$ cat config.mk
export PLATFORM = sky130hd
export DESIGN_NAME = bcd_to_binary
export DESIGN_NICKNAME = d
export VERILOG_FILES = /design/src/rtl/bcd_to_binary_pkg.sv /design/src/rtl/bcd_to_binary_corrector.sv /design/src/rtl/bcd_to_binary.sv
export SDC_FILE = /design/constraint.sdc
export NUM_CORES = 1
export LEC_CHECK = 0
export CAP_MARGIN = 25
export CORE_ASPECT_RATIO = 2
export CORE_MARGIN = 1.5
export CORE_UTILIZATION = 40
export CTS_CLUSTER_SIZE = 20
export DETAILED_ROUTE_END_ITERATION = 8
export RECOVER_POWER = 25
export SYNTH_ARGS = -nofsm -noshare
export SYNTH_HDL_FRONTEND = slang
export SYNTH_SLANG_ARGS = --single-unit
$ cat constraint.sdc
create_clock -name clk -period 2.5 [get_ports clk]
set_input_delay 0.5 -clock clk [delete_from_list [all_inputs] [get_ports clk]]
set_output_delay 0.5 -clock clk [all_outputs]
set_load 0.02 [all_outputs]
$ cat src/rtl/bcd_to_binary_pkg.sv
// Shared definitions for the BCD <-> binary conversion paths:
// FSM encoding and digit thresholds reused by the display converter.
package bcd_to_binary_pkg;

  typedef enum logic [1:0] {
    ST_IDLE  = 2'd0,
    ST_SHIFT = 2'd1,
    ST_DONE  = 2'd2
  } state_t;

  localparam logic [3:0] BCD_MAX_DIGIT = 4'd9;
  localparam logic [3:0] CORR_THRESH   = 4'd8;

  function automatic logic digit_bad(input logic [3:0] i_digit);
    return i_digit > BCD_MAX_DIGIT;
  endfunction

endpackage

$ cat src/rtl/bcd_to_binary_corrector.sv
// Per-digit reverse double-dabble correction: after a right shift a digit
// that landed at 8 or above carries a spurious +3 and must lose it.
module bcd_digit_corrector
  import bcd_to_binary_pkg::*;
(
  input  logic [3:0] i_digit,
  output logic [3:0] o_digit
);

  assign o_digit = (i_digit >= CORR_THRESH) ? i_digit - 4'd3 : i_digit;

endmodule

$ cat src/rtl/bcd_to_binary.sv
// Sequential BCD-to-binary converter: one reverse double-dabble shift per
// clock with start/busy/done handshake and an error flag for non-BCD digits.
module bcd_to_binary
  import bcd_to_binary_pkg::*;
#(
  parameter int DIGITS = 3,
  parameter int BIN_W  = 10
) (
  input  logic                  clk,
  input  logic                  resetn,
  input  logic                  start,
  input  logic [4*DIGITS-1:0]   bcd_in,
  output logic                  busy,
  output logic                  done,
  output logic                  err,
  output logic [BIN_W-1:0]      result
);

  localparam int BCD_W  = 4 * DIGITS;
  localparam int WORK_W = BCD_W + BIN_W;
  localparam int CNT_W  = (BIN_W > 1) ? $clog2(BIN_W) : 1;

  state_t              r_state;
  logic [WORK_W-1:0]   r_work;
  logic [CNT_W-1:0]    r_cnt;
  logic                r_err;
  logic [BIN_W-1:0]    r_result;

  logic [WORK_W-1:0]   w_shift;
  logic [WORK_W-1:0]   w_next;
  logic [BCD_W-1:0]    w_corr;
  logic                w_bad;
  logic                w_accept;

  // Right shift moves the BCD LSB into the binary MSB, then each digit is corrected.
  assign w_shift = r_work >> 1;

  for (genvar g = 0; g < DIGITS; g++) begin : g_corr
    bcd_digit_corrector u_corr (
      .i_digit (w_shift[BIN_W + 4*g +: 4]),
      .o_digit (w_corr[4*g +: 4])
    );
  end

  assign w_next = {w_corr, w_shift[BIN_W-1:0]};

  always_comb begin
    w_bad = 1'b0;
    for (int d = 0; d < DIGITS; d++) begin
      if (digit_bad(bcd_in[4*d +: 4])) w_bad = 1'b1;
    end
  end

  assign w_accept = (r_state == ST_IDLE) && start;

  always_ff @(posedge clk) begin
    if (!resetn) begin
      r_state  <= ST_IDLE;
      r_cnt    <= '0;
      r_err    <= 1'b0;
      r_result <= '0;
    end else begin
      case (r_state)
        ST_IDLE: begin
          if (start) begin
            r_cnt <= '0;
            if (w_bad) begin
              r_state  <= ST_DONE;
              r_err    <= 1'b1;
              r_result <= '0;
            end else begin
              r_state <= ST_SHIFT;
              r_err   <= 1'b0;
            end
          end
        end
        ST_SHIFT: begin
          r_cnt <= r_cnt + 1'b1;
          if (r_cnt == CNT_W'(BIN_W - 1)) begin
            r_state  <= ST_DONE;
            r_result <= w_next[BIN_W-1:0];
          end
        end
        ST_DONE: r_state <= ST_IDLE;
        default: r_state <= ST_IDLE;
      endcase
    end
  end

  // Working register is pure datapath; its contents only matter while in SHIFT.
  always_ff @(posedge clk) begin
    if (w_accept && !w_bad) begin
      r_work <= {bcd_in, {BIN_W{1'b0}}};
    end else if (r_state == ST_SHIFT) begin
      r_work <= w_next;
    end
  end

  assign busy   = (r_state == ST_SHIFT);
  assign done   = (r_state == ST_DONE);
  assign err    = r_err;
  assign result = r_result;

endmodule

# Word-level counts from Yosys, hierarchy flattened

Cells that the tools add are included.

Bits in registers: 39
Input port bits: 15
Word-level logic and storage cells: 51

$add $sub $neg: 4
Reduce and logical (&&, ||, !) cells: 10
$lt $le $gt $ge: 6
Equal/unequal tests: 6
Mux-type cells: 19

Operators with widths:

| cell                                                                    | number |
|---|---|
| 22-bit 2-to-1 mux                                                       | 2 |
| 10-bit 2-to-1 mux                                                       | 3 |
| 10-bit one-hot mux with 2 select lines                                  | 1 |
| 4-bit 2-to-1 mux                                                        | 4 |
| 4-bit greater-than comparator, second input constant                    | 3 |
| 4-bit >= comparator, second input constant                              | 2 |
| 4-bit one-hot mux with 2 select lines                                   | 1 |
| 4-bit by 2-bit subtractor with 4-bit output, second input constant      | 2 |
| 2-bit 2-to-1 mux                                                        | 3 |
| 2-bit AND reduction                                                     | 3 |
| 4-bit by 1-bit adder with 4-bit output, second input constant           | 1 |
| 4-bit == test, second input constant                                    | 1 |
| 3-bit by 4-bit >= comparator with 1-bit output, second input constant   | 1 |
| 1-bit 2-to-1 mux                                                        | 4 |
| 2-bit inequality test, second input constant                            | 2 |
| 2-bit one-hot mux with 2 select lines                                   | 1 |
| 4-bit AND reduction                                                     | 1 |
| 2-bit nonzero test                                                      | 2 |
| 3-bit by 2-bit subtractor with 4-bit output, second input constant      | 1 |
| 2-bit by 1-bit == test with 1-bit output, second input constant         | 1 |
| 2-bit == test, second input constant                                    | 1 |
| 1-bit logical AND                                                       | 2 |
| 2-bit logical NOT                                                       | 1 |
| 2-bit by 1-bit inequality test with 1-bit output, second input constant | 1 |
| 1-bit logical NOT                                                       | 1 |

# Longest topological paths before layout

Gate-level depths: netlist (run 1).

Depth in word-level cells: 7
Gate-level depth with buffers: 7
Mapped depth without buffers: 6

# By module

A second synthesis (run 1) with hierarchy kept.

Cells, all modules: 187
Area total of the unflattened synthesis: 1791.7 µm²

Modules (own cells, without submodules):

| module              | cells an instance | times used | area an instance (µm²) | seq. area each (µm²) |
|---|---|---|---|---|
| bcd_to_binary       | 154               | 1          | 1562.7                 | 880.8 |
| bcd_digit_corrector | 11                | 3          | 76.3                   | 0.0 |

# Worst setup path before layout (run 1)

Ideal clock, no wire load.

Kind: input-to-reg
Start: in bcd_in[10]
End: reg r_work[10], enable pin
Setup slack: 634 ps
Library setup time: 321 ps
Arrival time: 1544 ps
Buffers on the path: 1
Stages: 5
Data required time: 2179 ps
Cells stage by stage: o21ai_0 -> nand4b_1 -> nor3b_4 -> buf_6 -> or2_2

Longest elaborated chain between the ends: 5

Ends and longest elaborated chain:

| element                             | RTL line                | text |
|---|---|---|
| from (decl)                         | bcd_to_binary.sv:12     | `input logic [4*DIGITS-1:0] bcd_in,` |
| 4-bit greater-than comparator       | bcd_to_binary_pkg.sv:15 | `return i_digit > BCD_MAX_DIGIT;` |
| 1-bit 2-to-1 mux                    | bcd_to_binary.sv:50     | `if (digit_bad(bcd_in[4*d +: 4])) w_bad = 1'b1;` |
| 1-bit logical NOT                   | bcd_to_binary.sv:92     | `if (w_accept && !w_bad) begin` |
| 1-bit logical AND                   | bcd_to_binary.sv:92     |  |
| 2-bit nonzero test (no source line) | -                       |  |
| to (signal assigned)                | bcd_to_binary.sv:93     | `r_work <= {bcd_in, {BIN_W{1'b0}}};` |
| to (signal assigned)                | bcd_to_binary.sv:95     | `r_work <= w_next;` |
| to (decl)                           | bcd_to_binary.sv:24     | `logic [WORK_W-1:0] r_work;` |

Every way passes these cells.
A chain may end at the register's enable or synchronous reset.

# Worst setup path after layout (run 1)

Start: reg r_state[1]
End: out busy

Longest elaborated chain between the ends: 1

Ends and longest elaborated chain:

| element                                  | RTL line            | text |
|---|---|---|
| from (decl)                              | bcd_to_binary.sv:23 | `state_t r_state;` |
| from (signal assigned)                   | bcd_to_binary.sv:58 | `r_state <= ST_IDLE;` |
| from (signal assigned)                   | bcd_to_binary.sv:68 | `r_state <= ST_DONE;` |
| from (signal assigned)                   | bcd_to_binary.sv:72 | `r_state <= ST_SHIFT;` |
| 2-bit by 1-bit == test with 1-bit output | bcd_to_binary.sv:99 | `assign busy = (r_state == ST_SHIFT);` |
| to (decl)                                | bcd_to_binary.sv:13 | `output logic busy,` |

Every way passes these cells.

==> results of run 1 <==
==> final cells by class <==
cell class | count | area [um2]
sequential | 38 | 881
clock inverter | 2 | 38.8
clock buffer | 6 | 93.8
inverter | 7 | 26.3
multi-input combinational | 120 | 771
tap | 52 | 65.1
timing repair buffer | 32 | 304
fill | 408 | 1950
==> worst max-delay path, stage by stage, from the launching register on <==
cell and delay [ps]:
dfxtp_1 390, nand2b_2 210, inv_1 90, clkdlybuf4s50_1 610
==> worst min path at each step <==
stage	startpoint	slack [ps]	end	depth (start not counted)
floorplan	r_work[1]$_SDFFE_PP0P_	440	r_work[1]$_SDFFE_PP0P_	2
global placement	result[3]$_SDFFE_PN0P_	450	result[3]$_SDFFE_PN0P_	2
detailed placement	result[0]$_SDFFE_PN0P_	450	result[0]$_SDFFE_PN0P_	2
CTS	result[9]$_SDFFE_PN0P_	470	result[9]$_SDFFE_PN0P_	2
global route	result[7]$_SDFFE_PN0P_	480	result[7]$_SDFFE_PN0P_	2
finish	result[9]$_SDFFE_PN0P_	460	result[9]$_SDFFE_PN0P_	2
==> synth_stat cells (4+ instances only) <==
cell	instances	area, um2
dfxtp_1	26	521
mux2i_1	12	120
inv_1	7	26.3
nand3_1	11	55.1
a22o_1	7	61.3
nor2_1	11	41.3
a21oi_1	13	65.1
buf_2	4	20.0
ha_1	6	75.1
o2bb2ai_1	4	35.0
edfxtp_1	12	360
nand2_1	30	113
==> stage by stage <==
step	setup slack (ps)	cell area, um2
after floorplan	634	1730
after global placement	280	2050
after detailed placement	240	2050
after CTS	401	2180
after global routing	356	2180
final	420	2180
==> layer usage <==
metal  global-route usage, %  wire, um
met5                       0         0
met1                    17.6      1430
met4                    7.41        68
met3                    3.11       134
met2                    28.2      1760
==> registers in the layout, summed over array words and instances (netlist names) <==
name	cells
err	1
result	10
r_cnt	4
r_work	21
r_state	2
==> power groups by stage <==
stage          clock network (uW)  logic [uW]  registers (uW)
3_3_place_gp                    0         149             706
3_5_place_dp                    0         153             708
4_1_cts                       597         153             694
5_1_grt                       620         166             698
6_report                      580         149             694
2_1_floorplan                   0        96.4             704
==> kinds of logic (layout without fill, tap and decap cells) <==
logic type	count (synthesis)	count (layout)	share of synthesized area (%)
compound gates	33	33	12.7
mux	14	14	8.24
flops	38	38	50.9
fa+ha+maj	6	6	4.34
xor+xnor	4	4	2.02
buf+inv	16	47	4.62
simple gates	63	63	17.2
==> layout by cell type, fill, tap and decap left out, types with 4 or more instances in the layout <==
cell / synthesis / final
nand2_1: 30 / 30
dfxtp_1: 26 / 26
clkdlybuf4s50_1: 0 / 18
a21oi_1: 13 / 13
mux2i_1: 12 / 12
edfxtp_1: 12 / 12
nor2_1: 11 / 11
nand3_1: 11 / 11
dlygate4sd3_1: 0 / 9
inv_1: 7 / 7
a22o_1: 7 / 7
ha_1: 6 / 6
clkbuf_8: 0 / 5
o2bb2ai_1: 4 / 4
buf_4: 2 / 4
==> impl_metrics.py, run 1 <==
metrics = {
    "critical_path": {
        "cp-start-kind": "flop",
        "timing.rr.end": "r_work[11]$_DFFE_PP_",
        "worst_r2r_startpoint": "r_state[1]$_SDFFE_PN0P_",
        "required_ps": 2000,
        "critPathKind": "reg2out",
        "ff2ff_setup_slack_ps": 820,
        "critPathMaxFanout": 7,
        "crit_start": "r_state[1]$_SDFFE_PN0P_",
        "critPathCapture": "busy",
        "cp-end-kind": "output pin",
        "reg2reg_depth": 4,
        "cp.arrival_ps": 1580,
    },
    "clock_network": {
        "clk_latency_ps": 290,
        "cts_setup_buffers": 0,
        "ctsRootBufferMaster": "clkbuf_8",
        "cts_sinks": 38,
        "cts_resized": 0,
        "clkTransAtPathRegs_ps": 80,
        "htree_levels": 2,
        "cts_buffers": 5,
        "cts_tree": "done",
        "cts_hold_buf": 0,
        "cts_buffer_depth": 2,
    },
    "detailed_routing": {
        "drtIter0Drc": 31,
        "route.detailed.drc": 0,
        "num_vias": 1294,
        "dr.pass1.iters": 4,
        "via_per_inst": 5.04,
        "wirelength_um": 3400,
        "drtAntennaViolNets": 0,
        "wl_per_cell_um": 13.2,
    },
    "sta": {
        "setup_tns_ps": 0,
        "setup_viol": 0,
        "holdWs_ps": 463,
        "rsz0062_at_grt": "no",
        "clock.fmax_mhz": 481,
        "period_needed_ps": 2080,
        "hold_violations": 0,
        "post-route-period-util_pct": 83.2,
        "worst_slew_pin_slew_ps": 933,
        "relSlewSlack_pct": 37.8,
        "drv_slew": 0,
        "skew_ps": 5.52,
    },
    "floorplan": {
        "die_w_um": 49.5,
        "coreArea_mm2": 0.00413,
        "io_pins": 28,
        "die_y_um": 96.1,
        "initial_core_util_pct": 41.9,
        "rows": 33,
        "die_area_mm2": 0.00476,
    },
    "finish": {
        "area_growth_pct": 25.9,
        "instances_no_fill": 257,
        "final_nets": 225,
        "utilization_pct": 52.8,
        "drive_gt1_share_pct": 8.78,
        "n_antenna_cell": 0,
    },
    "power_and_ir_drop": {
        "cell_internal_pwr_uw": 1100,
        "p_seq_share_pct": 48.8,
        "power_density_mw_per_mm2": 653,
        "totalPowerFinal_uw": 1420,
        "swShare_pct": 22.7,
        "ir_drop_v": 0.000703,
        "switching_power_uw": 323,
        "clkPwrFrac_pct": 40.8,
        "comb_power_share_pct": 10.5,
        "p_leak_uw": 0.000865,
    },
    "synthesis": {
        "syn-num-nets": 195,
        "yosysSeqAreaShare_pct": 50.9,
        "synth_cells": 174,
        "ys_ff_latch": 38,
        "ys.warnings.count": 0,
        "synth_area_per_cell_um2": 9.95,
        "synth_edf_count": 12,
        "yosysUniqueCellTypes": 33,
        "syn_area_mm2": 0.00173,
        "yosys_most_used_dff": "dfxtp_1",
        "async_flop_share_pct": 0,
    },
    "placed_design": {
        "gp_congestion": 0.691,
        "port_buffers": 27,
        "dp.cells": 249,
        "dpl.hpwl_um": 2380,
    },
    "min_path": {
        "hold_class": "reg2reg",
    },
    "global_route": {
        "grt_max_degree": 30,
        "track_usage_pct": 15.7,
        "overflow": 0,
        "grt_pass1_vias": 1294,
        "antenna_found_initial": 0,
        "grt_first_pass_wirelength_um": 5780,
    },
    "run": {
        "maxCapViolCount": 0,
    },
    "outcome": {
        "status": "complete, no violations",
    },
}
Power figures use the tool's default switching activity.
==> inputs of run 2 (changes only) <==
- clock period: 2.5 -> 1.8 ns (I/O delays scaled with it)
==> run 2 against run 1 <==
Net effect:
- cell count grew 1.2%
- critical path type is now in2reg
- routed wire length up 0.91%
- clock power increased by 5.5%
- utilization is the same
- largest cell class unchanged
- sequential share of layout area is 0.057 points higher
==> impl_metrics.py, run 2 (synthesized netlist as in run 1, its figures left out) <==
metrics = {
    "sta": {
        "hold_violations": 0,
        "setup_viol": 0,
        "period_needed_ps": 1750,
        "relSlewSlack_pct": 76.8,
        "worst_slew_pin_slew_ps": 348,
        "clock.fmax_mhz": 572,
        "drv_slew": 0,
        "rsz0062_at_grt": "yes",
        "fin_ws_ps": 52.9,
        "skew_ps": 4.92,
        "post-route-period-util_pct": 97.1,
    },
    "clock_network": {
        "clk_latency_ps": 290,
        "cts_buffers": 5,
        "clkTransAtPathRegs_ps": 70,
        "htree_levels": 2,
        "cts_buffer_depth": 2,
        "ctsRootBufferMaster": "clkbuf_8",
        "cts_sinks": 38,
        "cts_tree": "done",
    },
    "floorplan": {
        "rows": 33,
        "coreArea_mm2": 0.00413,
        "io_pins": 28,
        "die_area_mm2": 0.00476,
        "die_y_um": 96.1,
        "die_w_um": 49.5,
        "initial_core_util_pct": 41.9,
    },
    "finish": {
        "regMostFlops": "r_work",
        "drive_gt1_share_pct": 11.1,
        "final_area_mm2": 0.00218,
        "final_common_cell": "nand2_1",
        "area_growth_pct": 25.9,
        "final_nets": 228,
        "fillers": 400,
        "layout_common_cells": "nand2_1 (30), dfxtp_1 (25), clkdlybuf4s50_1 (21)",
        "n_antenna_cell": 0,
        "largest_reg_flops": 21,
    },
    "critical_path": {
        "cp.arrival_ps": 1720,
        "required_ps": 1770,
        "critPathMaxFanout": 12,
        "critPathKind": "in2reg",
        "path_cells": "clkdlybuf4s50_1 > o21ai_0 > nand4b_1 > nor3b_4 > or2_2",
        "path_buf_inv": 1,
        "cp-start-kind": "input port",
        "crit_path_top_delay_cell": "clkdlybuf4s50_1",
        "cpLargestDelayFamily": "simple AND/OR/NAND/NOR gates",
        "cp-end-kind": "flop",
        "cpPeakStageDelay_ps": 410,
    },
    "detailed_routing": {
        "route.detailed.drc": 0,
        "wl_per_cell_um": 13.2,
        "num_vias": 1333,
        "wirelength_um": 3430,
        "dr.pass1.iters": 4,
        "drtAntennaViolNets": 0,
        "drtIter0Drc": 19,
        "via_per_inst": 5.13,
    },
    "global_route": {
        "grt_pass1_vias": 1376,
        "track_usage_pct": 16.0,
        "grt_max_degree": 30,
        "grt_first_pass_wirelength_um": 5890,
        "overflow": 0,
        "antenna_found_initial": 0,
    },
    "outcome": {
        "status": "complete, no violations",
    },
    "power_and_ir_drop": {
        "power_density_mw_per_mm2": 825,
        "p_seq_share_pct": 53.6,
        "ir_drop_v": 0.000552,
        "switching_power_uw": 433,
        "p_leak_uw": 0.000869,
        "cell_internal_pwr_uw": 1360,
        "comb_power_share_pct": 12.4,
        "swShare_pct": 24.1,
        "clkPwrFrac_pct": 34.1,
    },
    "placed_design": {
        "dpl_cell_area_mm2": 0.00209,
        "dpl.hpwl_um": 2380,
        "pre_cts_ws_ps": -286,
        "gp_congestion": 0.701,
        "port_buffers": 27,
    },
    "run": {
        "maxCapViolCount": 0,
    },
    "min_path": {
        "hold_class": "reg2reg",
    },
}
## run 2: cell types whose count changed in the layout (fill, tap and decap cells not counted), sizes merged
cell | before | now
clkdlybuf4s50 | 18 | 21
dlygate4sd2 | 0 | 2
buf | 4 | 8
dlygate4sd3 | 9 | 4
bufinv | 1 | 0
## run 2: power groups by stage
| stage | clock network, uW | registers [uW] | logic (uW) |
|---|---|---|---|
| 3_3_place_gp | 0 | 980 | 220 |
| 6_report | 612 | 963 | 222 |
| 5_1_grt | 669 | 970 | 246 |
| 2_1_floorplan | 0 | 978 | 134 |
| 3_5_place_dp | 0 | 982 | 225 |
| 4_1_cts | 632 | 963 | 226 |
## run 2: path summary, 6_finish.rpt
kind	from	to	slack (ps)	depth (start not counted)
min reg2reg	result[2]$_SDFFE_PN0P_	result[2]$_SDFFE_PN0P_	460	2
max	bcd_in[10]	r_work[16]$_DFFE_PP_	50	5
min	result[2]$_SDFFE_PN0P_	result[2]$_SDFFE_PN0P_	460	2
max reg2reg	r_state[1]$_SDFFE_PN0P_	r_work[17]$_DFFE_PP_	180	4
## run 2: cell type report
cell class	count	area, um2	area share, %
timing repair buffer	35	340	15.6
clock inverter	1	5.00	0.230
inverter	7	26.3	1.21
tap	52	65.1	2.99
multi-input combinational	120	771	35.4
clock buffer	7	90.1	4.13
sequential	38	882	40.5
## run 2: layer usage
| layer | vias to the layer above | wire, um | GRT usage [%] |
|---|---|---|---|
| met5 | - | 0 | 0 |
| met4 | 0 | 74 | 7.87 |
| met3 | 7 | 87 | 3.11 |
| met2 | 22 | 1760 | 29.2 |
| met1 | 638 | 1510 | 17.2 |
| li1 | 666 | - | - |
## run 2: per-stage QoR
stage	TNS, ps	instances	power [uW]	util (%)	hold slack [ps]
4_1_cts	0	260	1820	52.8	467
2_1_floorplan	0	174	1110	-	436
3_5_place_dp	-8620	252	1210	50.5	457
5_1_grt	-1730	260	1880	52.8	484
6_report	0	260	1800	52.8	462
3_3_place_gp	-7490	252	1200	50.5	446
## run 2: worst reg2reg max path, cell delays in order, from the launching register on
cell and delay (ps):
dfxtp_1 440, nand2b_2 170, inv_1 60, buf_4 220, or2_2 450
## run 2: repair_timing
| item | CTS | global route |
|---|---|---|
| hold buffers | 0 | 0 |
| gates resized for setup | 3 | 0 |
| setup buffers | 0 | 0 |
| pin swaps | 0 | 0 |
| setup endpoints to repair | 2 | 24 |
==> edit 1 (config.mk and constraints of run 2) <==
Change the parameter `BIN_W` from 10 to 8.
--- a/src/rtl/bcd_to_binary.sv
+++ b/src/rtl/bcd_to_binary.sv
@@ -4,7 +4,7 @@
   import bcd_to_binary_pkg::*;
 #(
   parameter int DIGITS = 3,
-  parameter int BIN_W  = 10
+  parameter int BIN_W  = 8
 ) (
   input  logic                  clk,
   input  logic                  resetn,
Interface: changed (resized result); port bits go from 28 to 26. The function was not compared with the original's and may differ.
==> edit 1 against run 2 <==
- hold slack got worse by 8.1 ps
- routed wire length fell by 7.5%
- setup slack improved by 13 ps
- area after synthesis fell by 14%
- count of clock-buffer cells in the layout did not move
- final area fell by 8.2%
- sequential cell count fell by 5
- power fell by 1.1%
- critical path type is now reg -> reg
- largest cell class unchanged
- highest routed layer unchanged
==> edit 1: results (changes against run 2) <==
* Multi-In Gates: 95 (-21%)
- IO Port Bufs: 25 (-7.4%)
* Post-cts sizing count: 5 (+2)
- Static Leak: 0.773 nW (-11%)
- The non-clock buffer instance count of the final layout was 39 (+11%).
- Worst-Margin Slew: 456 ps (+108 ps)
- Share of power burned in registers: 48.1% (-5.5 points)
- The largest stage delay on the critical path came to 430 ps (+20 ps).
- Highest-delay cell along the critical path: or3b_4
- Cell-internal power: 0.00137 W (+0.78%)
- The routing usage on met1 came to 21.0% (+3.8 points).
- Combinational group share of total power: 11.5% (-0.9 points)
* Peak fanout along the critical path: 6 (-6)
* Count of placed standard cells in the final layout, fillers left out: 231 (-11%)
- Number of inserted filler cells in the final layout: 334 (-17%)
- Post-route met1 wirelength: 1240 um (-18%)
* Leading cell types by count after synthesis: dfxtp_1 (21), nand2_1 (18), edfxtp_1 (12), o2bb2ai_1 (12), nand3_1 (11)
- The sequential cell area in the final layout was 781 sq um (-11%).
- The first-pass GRT wire length was 5440 um (-7.6%).
* Worst clock skew on the final layout: 4.47 ps (-0.443 ps)
- Clock-cell share of area: 5.82% (+1.5 points)
- Reg-to-Reg End: r_work[15]
* Largest net degree at the start of global routing: 23 (-23%)
- Placed cell count: 222 (-12%)
* Min-Delay Endpoint: result[5]
- The via count of the first global-routing pass came to 1161 (-16%).
* Met2 Wirelength: 1800 um (+1.8%)
- The final weighted congestion of routability-driven global placement came to 0.673 (-3.9%).
- Initial drt markers: 37 (+18)
- The slack of the worst reg-to-reg path was 70 ps (-110 ps).
- The number of distinct library cells after synthesis came to 28 (-15%).
- GRT Resource Usage Total: 18.3% (+2.3 points)
- The depth of the most critical reg-to-reg path was 3 (-1).
- Status: finished, final reports clean
- Share of layout cells above drive strength 1: 14.3% (+3.2 points)
* Synthesized netlist net count: 163 (-16%)
- The number of flip-flops under the largest register name came to 19 (-9.5%).
- The average vias per placed instance came to 5.10 (-0.62%).
- The total length of routed met3 wires is 84 um (-3.4%).
* Area share of buffers outside the clock network: 17.8% (+2.2 points)
- Met3 Use GR: 4.24% (+1.1 points)
- The wire length after detailed routing is 3170 um (-7.5%).
- Area of the die: 4110 sq um (-14%)
[edit 1: cells by family (layout without fill, tap and decap cells)]
group | Yosys count | count (layout) | share of synthesized area, %
AOI/OAI and AO/OA | 38 | 38 | 19.0
xor gates and xnor gates | 4 | 4 | 2.36
adders and majority gates | 6 | 6 | 5.05
buffers and inverters | 15 | 54 | 4.38
DFF | 33 | 33 | 52.6
muxes | 2 | 2 | 1.35
and+or+nand+nor | 44 | 45 | 15.3
[edit 1: stage by stage]
| step | worst slack [ps] | TNS (ps) | total power [W] | util [%] |
|---|---|---|---|---|
| floorplan | 32.0 | 0 | 0.000975 | - |
| global placement | -340 | -9360 | 0.00106 | 52.3 |
| detailed placement | -383 | -10940 | 0.00107 | 52.3 |
| CTS | 1.50 | 0 | 0.00179 | 56.0 |
| global route | -4.01 | -7.69 | 0.00186 | 56.1 |
| finish | 65.4 | 0 | 0.00178 | 56.1 |
[edit 1: critical path, delay by kind of cell (launching register included)]
family        cells  cell delay, ps
flops             1             350
simple gates      3            1100
==> edit 2 (flow settings as in run 2) <==
Made on the original files. Put a register stage on the outputs `busy` and `done`. The values now appear one clock later. The other outputs are not delayed to match.
--- a/src/rtl/bcd_to_binary.sv
+++ b/src/rtl/bcd_to_binary.sv
@@ -96,8 +96,10 @@
     end
   end
 
-  assign busy   = (r_state == ST_SHIFT);
-  assign done   = (r_state == ST_DONE);
+  always_ff @(posedge clk) begin
+    busy <= (r_state == ST_SHIFT);
+    done <= (r_state == ST_DONE);
+  end
   assign err    = r_err;
   assign result = r_result;
 
Formal check against the unedited RTL: not equivalent (Yosys sat finds a counterexample within 4 cycles, from zero or initial values and one cycle with resetn low).
==> edit 2 against run 2 <==
- sequential cell count grew 2
- routed wire length is 0.38% lower
- setup slack better by 92 ps
- area after synthesis up 2.3%
- final area rose by 2.2%
- die area rose by 2.2%
- hold slack got worse by 3.4 ps
- power up 2.8%
- critical path type unchanged
- critical endpoint is now r_work[19]
- largest power group unchanged
- highest routed layer unchanged
==> edit 2: results (changes against run 2) <==
- Cell-internal power: 0.00140 W (+2.5%)
- By area the synthesized netlist is led by dfxtp_1 (32%), edfxtp_1 (20%), mux2i_1 (6.8%), nand2_1 (6.4%), ha_1 (4.2%).
* Final critical-path required period: 1650 ps (-92.3 ps)
* Parity-gate share of the synthesized area counting xor and xnor cells: 1.98% (-0.046 points)
- Met2 layer usage reported by global route: 26.7% (-2.5 points)
- Multiplexer share of the synthesized area: 8.05% (-0.19 points)
- Static Leak: 0.862 nW (-0.81%)
* Post-CTS clock slew at the launch and capture registers of the worst setup and hold paths: approximately 80 ps
* Reg-to-reg critical path startpoint: r_state[1]
- Met3 Use GR: 2.92% (-0.18 points)
- Antenna diode instance count: 0 (unchanged)
* Placed cell count: 256 (+1.6%)
- The final weighted congestion of routability-driven global placement was 0.725 (+3.6%).
- The critical path starts at bcd_in[1].
* Total Nets Final: 230 (+0.88%)
* Leading cell types by count after synthesis: nand2_1 (30), dfxtp_1 (28), a21oi_1 (13)
* Initial DRT Pass Iterations: 4 (unchanged)
- The maximum ir drop on the vdd rail came to 0.512 mV (-7.3%).
* Reg-to-Reg End: r_work[20]
- The clock network power was 0.000613 W (about the same).
- Post-DR wirelength/cell: 12.9 um (-1.9%)
- The number of filler cells placed in the layout was 401 (+0.25%).
- Wire length of the first global-routing pass: 5920 um (+0.48%)
- The DRC marker count from the first detailed-route iteration is 20 (+1).
- The setup clock skew after layout came to 7.77 ps (+2.85 ps).
- The slack of the worst reg-to-reg path was 330 ps (+150 ps).
- The total global routing track utilization came to 15.8% (-0.24 points).
* GR Util met1: 17.6% (+0.34 points)
* Complex-gate fraction of the synthesized area: 12.4% (-0.29 points)
* Sequential area share after synthesis: 52.0% (+1.1 points)
* FF+latch area: 921 sq um (+4.4%)
- The share of power burned in combinational logic came to 12.2% (-0.2 points).
* Number of global-route vias before repair: 1326 (-3.6%)
* Worst-Margin Slew: 429 ps (+81.0 ps)
* Largest net degree at the start of global routing: 24 (-20%)
* Data arrival time of the critical path: 1640 ps (-80 ps)
* Number of library cell types mapped by synthesis: 33 (unchanged)
- The average cell area after synthesis came to 10.1 sq um (+1.1%).
- The count of flip-flops with a built-in enable after synthesis was 12 (unchanged).
- The total of buffers placed on input and output ports came to 27 (unchanged).
- Synthesized netlist net count: 197 (+1.0%)
- Endpoint of the worst setup timing path: r_work[19]
- The area share of fa/ha/maj cells after synthesis is 4.24% (-0.098 points).
- Status: finished, final reports clean
- HPWL after DPL: 2430 um (+2.3%)
- Total wirelength of the detailed-routed design: 3420 um (-0.38%)
* Vias per std cell: 4.97 (-3.1%)
* Placement Setup Slack: -351 ps (-65.1 ps)
- Tot Pwr: 0.00185 W (+2.8%)
* Cell area after placement: 2130 sq um (+2.0%)
- The largest stage delay on the critical path came to 440 ps (+30 ps).
- Share of layout cells above drive strength 1: 10.0% (-1.1 points)
edit 2: repair_timing:
| action | 4_1_cts | 5_1_grt |
|---|---|---|
| setup endpoints to repair | 12 | 24 |
| pin swaps | 0 | 2 |
| resized for setup | 2 | 3 |
| cloned | 0 | 0 |
| hold buffers | 0 | 0 |
edit 2: cell type report:
type	instances	share of cell area, %
sequential	40	41.3
multi-input combinational	120	34.8
timing repair buffer	35	15.4
inverter	7	1.18
tap	54	3.03
clock inverter	1	0.337
clock buffer	7	3.88
edit 2: worst min path at each step:
stage | cells past startpoint | end | slack [ps] | start
floorplan | 2 | r_work[1] | 440 | r_work[1]
global placement | 2 | result[4] | 450 | result[4]
detailed placement | 2 | result[4] | 450 | result[4]
CTS | 2 | result[4] | 460 | result[4]
global route | 2 | result[4] | 480 | result[4]
finish | 2 | result[4] | 460 | result[4]
edit 2: per-layer routing:
layer	vias to the layer above	part of all wire, %
li1	671	-
met1	602	42
met2	34	52
met3	4	4.5
met4	0	1.6
met5	-	0
